==> config.mk <==
export PLATFORM = sky130hd
export DESIGN_NAME = instr_fetch
export DESIGN_NICKNAME = d
export VERILOG_FILES = /design/src/rtl/cpu8_pkg.sv /design/src/rtl/fetch_skid.sv /design/src/rtl/instr_fetch.sv
export SDC_FILE = /design/constraint.sdc
export NUM_CORES = 1
export LEC_CHECK = 0
export ABC_CLOCK_PERIOD_IN_PS = 2000
export CAP_MARGIN = 0
export CORE_ASPECT_RATIO = 1.5
export CORE_UTILIZATION = 53
export CTS_CLUSTER_SIZE = 10
export DETAILED_ROUTE_END_ITERATION = 7
export PLACE_DENSITY = 0.82
export SYNTH_ARGS = -nofsm -noshare
export SYNTH_HDL_FRONTEND = slang
export SYNTH_SLANG_ARGS = --single-unit
==> constraint.sdc <==
create_clock -name clk -period 2 [get_ports clk]
set_clock_uncertainty 0.1 [all_clocks]
set_input_delay 0.2 -clock clk [delete_from_list [all_inputs] [get_ports clk]]
set_output_delay 0.2 -clock clk [all_outputs]
set_load 0.05 [all_outputs]
==> src/rtl/cpu8_pkg.sv <==
// Shared definitions for the 8-bit MIPS core: datapath widths, instruction
// field positions, opcode values shared with control, and the fetch FSM states.
package cpu8_pkg;

  localparam int unsigned PC_W    = 8;
  localparam int unsigned INSTR_W = 8;
  localparam int unsigned JTGT_W  = 5;
  localparam int unsigned OPC_HI  = 7;
  localparam int unsigned OPC_LO  = 5;
  localparam int unsigned OPC_W   = OPC_HI - OPC_LO + 1;
  localparam int unsigned PAGE_W  = PC_W - JTGT_W;

  localparam logic [PC_W-1:0]    RESET_PC  = PC_W'(8'h00);
  localparam logic [INSTR_W-1:0] NOP_INSTR = INSTR_W'(8'h00);

  // Opcode values in instr[7:5]; the bubble (all zeros) decodes as R-type.
  localparam logic [OPC_W-1:0] OP_RTYPE = 3'b000;
  localparam logic [OPC_W-1:0] OP_LB    = 3'b001;
  localparam logic [OPC_W-1:0] OP_SB    = 3'b010;
  localparam logic [OPC_W-1:0] OP_ADDI  = 3'b011;
  localparam logic [OPC_W-1:0] OP_BEQ   = 3'b100;
  localparam logic [OPC_W-1:0] OP_JUMP  = 3'b101;

  typedef enum logic [1:0] {
    FS_REQ     = 2'd0,
    FS_IDLE    = 2'd1,
    FS_DISCARD = 2'd2
  } fetch_state_e;

  // Jump target: keep the current 32-instruction page, replace the offset.
  function automatic logic [PC_W-1:0] jump_target(
    input logic [PAGE_W-1:0] page,
    input logic [JTGT_W-1:0] field
  );
    return {page, field};
  endfunction

endpackage

==> src/rtl/fetch_skid.sv <==
// One-entry holding register for an instruction and the PC it came from.
// Catches a memory response that arrives while the IR is stalled.
// Ports:
//   clk, reset         clock and synchronous active-high reset
//   load               capture load_instr/load_pc, entry becomes full
//   unload             entry was moved to the IR, becomes empty
//   flush              discard the entry (jump redirect)
//   load_instr/load_pc data to capture
//   full               entry holds a valid instruction
//   instr/pc           held instruction and its fetch address
module fetch_skid
  import cpu8_pkg::*;
(
  input  logic               clk,
  input  logic               reset,
  input  logic               load,
  input  logic               unload,
  input  logic               flush,
  input  logic [INSTR_W-1:0] load_instr,
  input  logic [PC_W-1:0]    load_pc,
  output logic               full,
  output logic [INSTR_W-1:0] instr,
  output logic [PC_W-1:0]    pc
);

  // Flush and reset win over load; load wins over unload.
  always_ff @(posedge clk) begin
    if (reset || flush) begin
      full  <= 1'b0;
      instr <= NOP_INSTR;
      pc    <= '0;
    end else if (load) begin
      full  <= 1'b1;
      instr <= load_instr;
      pc    <= load_pc;
    end else if (unload) begin
      full  <= 1'b0;
    end
  end

endmodule

==> src/rtl/instr_fetch.sv <==
// Fetch stage of the 8-bit MIPS core. Holds the PC, fetches over a req/valid
// instruction-memory interface, presents a registered instruction to control,
// and redirects on a jump using a one-entry skid plus response discard.
// Ports:
//   clk, reset              clock and synchronous active-high reset
//   imem_req, imem_addr     fetch request and its address (held until valid)
//   imem_valid, imem_rdata  memory response completing the request
//   stall                   downstream cannot consume the instruction
//   jump                    control's jump decision for the current instr
//   instr, opcode           registered instruction (00 when empty) and [7:5]
//   instr_valid, pc_out     IR holds a real instruction / its fetch address
module instr_fetch
  import cpu8_pkg::*;
(
  input  logic               clk,
  input  logic               reset,
  output logic               imem_req,
  output logic [PC_W-1:0]    imem_addr,
  input  logic               imem_valid,
  input  logic [INSTR_W-1:0] imem_rdata,
  input  logic               stall,
  input  logic               jump,
  output logic [INSTR_W-1:0] instr,
  output logic [OPC_W-1:0]   opcode,
  output logic               instr_valid,
  output logic [PC_W-1:0]    pc_out
);

  fetch_state_e       state;
  fetch_state_e       state_d;
  logic [PC_W-1:0]    fetch_pc;
  logic [PC_W-1:0]    fetch_pc_d;
  logic [PC_W-1:0]    addr_d;
  logic [PC_W-1:0]    pc_out_d;
  logic [PC_W-1:0]    target;
  logic [INSTR_W-1:0] instr_d;
  logic               instr_valid_d;

  logic               consume;
  logic               ir_free;
  logic               jt;

  logic               skid_load;
  logic               skid_unload;
  logic               skid_flush;
  logic               skid_full;
  logic [INSTR_W-1:0] skid_instr;
  logic [PC_W-1:0]    skid_pc;

  assign consume  = instr_valid && !stall;
  assign ir_free  = !instr_valid || !stall;
  // Jump only counts on a real instruction that is actually consumed.
  assign jt       = consume && jump;
  assign target   = jump_target(pc_out[PC_W-1:JTGT_W], instr[JTGT_W-1:0]);
  assign opcode   = instr[OPC_HI:OPC_LO];
  // No request while reset is asserted; IDLE waits for the skid to drain.
  assign imem_req = !reset && (state != FS_IDLE);

  fetch_skid u_skid (
    .clk        (clk),
    .reset      (reset),
    .load       (skid_load),
    .unload     (skid_unload),
    .flush      (skid_flush),
    .load_instr (imem_rdata),
    .load_pc    (fetch_pc),
    .full       (skid_full),
    .instr      (skid_instr),
    .pc         (skid_pc)
  );

  // Next-state and datapath control.
  always_comb begin
    state_d       = state;
    fetch_pc_d    = fetch_pc;
    instr_d       = instr;
    instr_valid_d = instr_valid;
    pc_out_d      = pc_out;
    skid_load     = 1'b0;
    skid_unload   = 1'b0;
    skid_flush    = 1'b0;

    // A consumed IR empties (this also flushes on a jump) unless refilled below.
    if (consume) begin
      instr_d       = NOP_INSTR;
      instr_valid_d = 1'b0;
    end

    case (state)
      FS_REQ: begin
        if (jt) begin
          fetch_pc_d = target;
          // Without the response yet, its data must still be swallowed.
          state_d    = imem_valid ? FS_REQ : FS_DISCARD;
        end else if (imem_valid) begin
          fetch_pc_d = fetch_pc + PC_W'(1);
          if (ir_free) begin
            instr_d       = imem_rdata;
            instr_valid_d = 1'b1;
            pc_out_d      = fetch_pc;
          end else begin
            skid_load = 1'b1;
            state_d   = FS_IDLE;
          end
        end
      end

      FS_IDLE: begin
        if (jt) begin
          fetch_pc_d = target;
          skid_flush = 1'b1;
          state_d    = FS_REQ;
        end else if (ir_free && skid_full) begin
          instr_d       = skid_instr;
          instr_valid_d = 1'b1;
          pc_out_d      = skid_pc;
          skid_unload   = 1'b1;
          state_d       = FS_REQ;
        end else if (!skid_full) begin
          state_d = FS_REQ;
        end
      end

      FS_DISCARD: begin
        if (imem_valid) begin
          state_d = FS_REQ;
        end
      end

      default: begin
        state_d = FS_REQ;
      end
    endcase
  end

  // The address stays on the abandoned request until its response is dropped.
  assign addr_d = (state_d == FS_DISCARD) ? imem_addr : fetch_pc_d;

  // State and datapath registers.
  always_ff @(posedge clk) begin
    if (reset) begin
      state       <= FS_REQ;
      fetch_pc    <= RESET_PC;
      imem_addr   <= RESET_PC;
      instr       <= NOP_INSTR;
      instr_valid <= 1'b0;
      pc_out      <= '0;
    end else begin
      state       <= state_d;
      fetch_pc    <= fetch_pc_d;
      imem_addr   <= addr_d;
      instr       <= instr_d;
      instr_valid <= instr_valid_d;
      pc_out      <= pc_out_d;
    end
  end

endmodule

==> flow_summary_export.csv, run 1 <==
group,metric,value,unit
sta,drv_slew,0,
logic_synthesis,yosysUniqueCellTypes,51,
logic_synthesis,syn-num-nets,318,
clock_network,cts_tree,"yes",
logic_synthesis,synth.yosys.seq_area_share,41.7,%
die,fp.dieH,86.0,um
global_route,grtUsageTotal,26.7,%
sta,fmax,0.526,GHz
logic_synthesis,synth.largest_area_cell,"dfxtp_1",
logic_synthesis,netlist_area,2490,um2
setup_path,cp_slowest_cell,"clkdlybuf4s50_1",
setup_path,r2r_setup_slack,160,ps
drt,wl,6260,um
clock_network,insertion_delay,300,ps
placed_design,gp_congestion,0.940,
die,start_util,55.4,%
setup_path,critPathBufInv,1,
final_layout,fin_util,69.3,%
logic_synthesis,synth_flop_cell,"dfxtp_1",
clock_network,path_clk_slew,80,ps
drt,firstDrtPassIters,6,
setup_path,crit_type,"reg -> out",
clock_network,numCtsBuffers,5,
die,die_w,58.0,um
drt,drt.antenna.violating_nets,0,
final_layout,fin_cells,399,
global_route,antenna_found_initial,0,
sta,period_share,95.1,%
setup_path,cp_top_family,"buffers and inverters",
setup_path,end_kind,"primary output",
power_and_ir_drop,p_total,2.20,mW
sta,timing.hold.ws,359,ps
drt,route.met2.wl,3350,um
final_layout,nets,365,
power_and_ir_drop,powerDensity,705,nW/um2
run_status,violations,"DRC",
sta,setup_tns,0,ps
setup_path,r2r_cells,5,
setup_path,r2r_start,"fetch_pc[3]",
power_and_ir_drop,ir_worst_vdd,0.000499,V
setup_path,slowest_delay,850,ps
setup_path,required,1700,ps
logic_synthesis,yosys_warnings,0,
logic_synthesis,ys_ff_latch,52,
global_route,overflow,0,
sta,setup_viol,0,
global_route,grt_pass1_wl,10200,um
sta,hold_viol,0,
placed_design,hpwl,4690,um
die,coreArea,4500,um2
die,die_area,4990,um2
placed_design,port_buffers,41,
global_route,grt_pass1_vias,2250,
run_status,status,"finished, violations left",
clock_network,htreeDepth,2,
placed_design,placed_area,3040,um2
drt,vias,2423,
setup_path,crit_chain,"clkdlybuf4s50_1",
drt,wl_met1,2430,um
global_route,grt_max_degree,21,
logic_synthesis,ys_top_cells_by_area,"dfxtp_1, nand2_1, a21oi_1",
setup_path,path_max_fanout,5,
sta,min_period,1900,ps
run,maxCapViolCount,0,
sta,tightestPinTransition,581,ps
drt,route.top_layer_used,"met4",
die,rows,30,
logic_synthesis,syn-mean-instance-area,8.21,um2
drt,drc,2,
logic_synthesis,synth.most_common_cell,"nand2_1",
min_path,holdPathStages,2,
drt,drtIter0Drc,108,
sta,finalWorstSetupSlack,98.5,ps
sta,rsz0062_at_grt,"no",
setup_path,crit_start,"instr[1]",
final_layout,final_cell_area,3120,um2
logic_synthesis,synth_common_cells,"nand2_1, dfxtp_1, a21oi_1",
final_layout,area_growth,25.2,%
final_layout,insertedDiodeCount,0,
clock_network,cts_buffer_depth,2,
placed_design,place_worst_setup_slack,12.3,ps
power_and_ir_drop,leakage,1.12,nW
setup_path,regToRegEndpoint,"fetch_pc[7]",
placed_design,placed_cells,392,
logic_synthesis,synth-edff-count,0,
logic_synthesis,synth_top_area_share,41.7,%
drt,routedWlPerCell,15.7,um
min_path,hold_path_startpoint,"u_skid.pc[5]",
die,io_pins,42,
clock_network,cts_sinks,52,
setup_path,critical_path_arrival,1600,ps
setup_path,start_kind,"flip-flop",
drt,wl_met3,252,um
min_path,hp-class,"reg -> reg",
final_layout,drive_gt1_share,14.0,%
sta,max_slew_margin,61.0,%
clock_network,cts-root-buf,"clkbuf_8",
drt,vias_per_cell,6.07,
min_path,whs_endpoint,"u_skid.pc[5]",
logic_synthesis,syn_inst,304,
logic_synthesis,async_flop_share,0,%
## per-layer routing
layer / vias up / global-route usage (%)
met5: - / 0
met4: 0 / 13.4
met3: 21 / 3.77
met2: 92 / 48.1
met1: 1127 / 29.8
li1: 1183 / -
## timing repair
item	CTS	global route
setup endpoints to repair	0	1
resized for setup	0	1
hold buffers	0	0
setup buffers	0	0
## tightest hold or removal path: cells and delay by family (launching register included)
family             cells  cell delay (ps)
AOI/OAI and AO/OA      1               50
DFF                    1              320
and+or+nand+nor        1               50
## kinds of logic after synthesis
group / count (synthesis) / synth area share [%]
buffers and inverters: 28 / 5.92
adders and majority gates: 1 / 0.501
DFF: 52 / 41.7
and+or+nand+nor: 125 / 24.1
AOI/OAI and AO/OA: 97 / 27.4
xor gates and xnor gates: 1 / 0.351
## worst max path at each step
stage / to / slack (ps) / cells past startpoint
after floorplan: imem_addr[6] / 50 / 6
after global placement: instr[6] / 70 / 7
after detailed placement: instr[6] / 10 / 7
after CTS: imem_req / 70 / 3
after global routing: instr_valid / 40 / 1
final: instr[1] / 100 / 1
## registers in the layout, indices dropped and copies added (netlist names)
signal,flops
fetch_pc,8
imem_addr,8
instr,8
pc_out,8
u_skid.instr,8
u_skid.pc,8
state,2
instr_valid,1
u_skid.full,1
## where the power goes
group          switching (mW)  internal, mW  total [mW]
Sequential             0.0449          1.08        1.13
Clock                   0.326         0.239       0.564
Combinational           0.307         0.202       0.509
## cells in the final DEF, fill, tap and decap left out, types with 3 or more instances in the layout
cell,n
o22ai_1,13
a22o_1,7
and2_1,3
nor3_1,6
clkdlybuf4s50_1,40
dfxtp_1,52
o21ai_0,4
a21oi_1,28
a311oi_1,6
nand3_1,4
nand2_1,57
a22oi_1,15
nand4_1,3
a21o_1,3
buf_4,26
nand2b_1,11
nor2_1,27
clkbuf_8,5
## final cells by class
type | instances | area [um2]
timing repair buffer | 68 | 636
sequential | 52 | 1040
fill | 374 | 1380
tap | 48 | 60.1
multi-input combinational | 224 | 1310
clock inverter | 1 | 5.00
clock buffer | 6 | 72.6
No activity file was read; power rests on OpenSTA's default activity.
==> inputs of run 2 (changes only) <==
--- a/config.mk
+++ b/config.mk
@@ -11,6 +11,7 @@
 export CORE_UTILIZATION = 53
 export CTS_CLUSTER_SIZE = 10
 export DETAILED_ROUTE_END_ITERATION = 7
+export GPL_ROUTABILITY_DRIVEN = 0
 export PLACE_DENSITY = 0.82
 export SYNTH_ARGS = -nofsm -noshare
 export SYNTH_HDL_FRONTEND = slang
==> results of run 2 <==
Final layout, timing and power as in run 1 (identical DEF).
==> patch, RTL diff (flow settings as in run 1) <==
Reset style: asynchronous (`reset`), changed in one clocked block. Comments in the files are not updated.
--- a/src/rtl/instr_fetch.sv
+++ b/src/rtl/instr_fetch.sv
@@ -138,5 +138,5 @@
 
   // State and datapath registers.
-  always_ff @(posedge clk) begin
+  always_ff @(posedge clk or posedge reset) begin
     if (reset) begin
       state       <= FS_REQ;
Function: differs if reset is asserted again (counterexample within 4 cycles, from zero or initial values and one cycle with reset high); with reset held inactive, the same outputs for 4 cycles.
==> patch against run 1 <==
  * Sequential cell count stayed put
  * Design area is 4.5% higher
  * Setup slack worse by 26 ps
  * Utilization is 1.3 points higher
  * Synthesized area is 4.5% higher
  * Global-route usage is 1.7 points lower
  * Sequential share of layout area is 4.0 points higher
  * Wire length is 3.6% lower
  * Critical path type unchanged
Power is not compared: it rests on default switching activity, and its combinational part moved more than twofold at a synthesized area within 25%.
==> patch: results (changes against run 1) <==
* Layout Nets at 314 (-14%)
* Root buf cell: clkbuf_8
* Syn Nets at 268 (-16%)
* Status: finished, final reports clean
* Slew of the pin with the lowest slew margin at 538 ps (-42.5 ps)
* Crit Path Max Fanout at 5 (unchanged)
* Synth cell types at 49 (-3.9%)
* Post-Place Cells at 357 (-8.9%)
* Vias in the first global route at 2056 (-8.6%)
* Clock latency on the worst-skew pair at 300 ps (about the same)
* Placement-stage cell area at 3150 um^2 (+3.5%)
* Max incr delay on CP at 840 ps
* Yosys synthesis warning count at 0 (unchanged)
* First-pass GRT wire length at 9710 um (-5.1%)
* Largest net degree at the start of global routing at 30 (+43%)
* H-tree levels at 2 (unchanged)
* Max Root-Sink Buffers at 2 (unchanged)
* Ratio of cells with drive above 1 in the final layout at 14.0% (about the same)
* CP arrival at 1630 ps (+30 ps)
* Drt total wl at 6040 um (-3.6%)
* Syn Inst Count at 254 (-16%)
* Async set or reset register ratio after synthesis at 67.3% (+67 points)
* Crit path max-delay cell type: clkdlybuf4s50_1
* Initial DRC count at 81 (-25%)
* Hpwl dp at 4420 um (-5.7%)
* Reg clk slew, reported paths at 100 ps (+20 ps)
* Place WS at -13.2 ps (-25.5 ps)
* IO buf count at 41 (unchanged)
* Gr usage total at 25.0% (-1.7 points)
* Synth area leaders: dfrtp_1 34%, dfxtp_1 13%, mux2i_1 10%
* Final core occ at 70.7% (+1.3 points)
* Setup Fix Bufs, Post-CTS at 0 (unchanged)
* Num CTS Buffers at 5 (unchanged)
* Maximum VDD drop at 1020 uV
* Commonest cells in the netlist: 35 x dfrtp_1, 33 x nor2_1, 26 x mux2i_1, 17 x a21oi_1, 17 x dfxtp_1
* Hold Path Class: in2async
* # fillers at 364 (-2.7%)
* Pre-antenna DRT Iters at 4 (-2)
* Cell Count, Final, Fillers Out at 365 (-8.5%)
* Vias/cell at 5.84 (-3.9%)
* # resized after CTS at 1 (+1)
* Final Wtd Congestion at 0.858 (-8.7%)
* Ant. Diodes at 0 (unchanged)
* Worst path top cell family by delay: buffers and inverters
* Sequential-to-total area share from yosys stat at 46.6% (+4.9 points)
patch: cell types whose count changed in the layout (fill, tap and decap cells not counted), moves of 6 or more:
cell,change
buf_4,-7
mux2i_1,+26
a311oi_1,-6
nor2_1,+6
nand2b_1,-10
mux2_4,+7
o22ai_1,-7
dfrtp_1,+34
dfxtp_1,-35
o22a_1,+6
nand2_1,-48
a21oi_1,-11
patch: layer usage:
metal / track usage, % / routed length (um) / vias to the layer above
met4: 12.8 / 226 / 0
met1: 29.0 / 2400 / 1035
met2: 43.4 / 3180 / 64
met3: 4.14 / 223 / 20
met5: 0 / 0 / -
li1: - / - / 1011
patch: area by class of cell:
class                           instances  area share [%]
Multi-Input combinational cell        176            38.0
Sequential cell                        52            37.3
Timing Repair Buffer                   62            18.5
Clock buffer                            6            2.88
Tap cell                               64            2.45
Clock inverter                          2           0.498
Inverter                                3           0.345
patch: report_power, final:
part,switching [W],internal (W)
clock,0.000355,0.000327
combinational,0.00126,0.000838
sequential,0.000291,0.00134
total,0.00190,0.00250
patch: final timing paths:
check,start,to,slack (ps),cells after the start
worst max-delay path,instr[4]$_DFF_PP0_,instr[4],70,1
worst max register to register,instr_valid$_DFF_PP0_,imem_addr[7]$_DFFE_PP0P_,170,5
worst min-delay path,reset,pc_out[2]$_DFFE_PP0P_,220,3
min in group clk,imem_addr[2]$_DFFE_PP0P_,imem_addr[2]$_DFFE_PP0P_,400,2
worst min register to register,imem_addr[2]$_DFFE_PP0P_,imem_addr[2]$_DFFE_PP0P_,400,2
max in group asynchronous,reset,instr_valid$_DFF_PP0_,1170,3
patch: cell families after synthesis:
logic type	synth area share [%]
compound gates	18.7
fa+ha+maj	0.480
buf+inv	5.85
flops	46.6
mux	14.0
simple gates	14.3
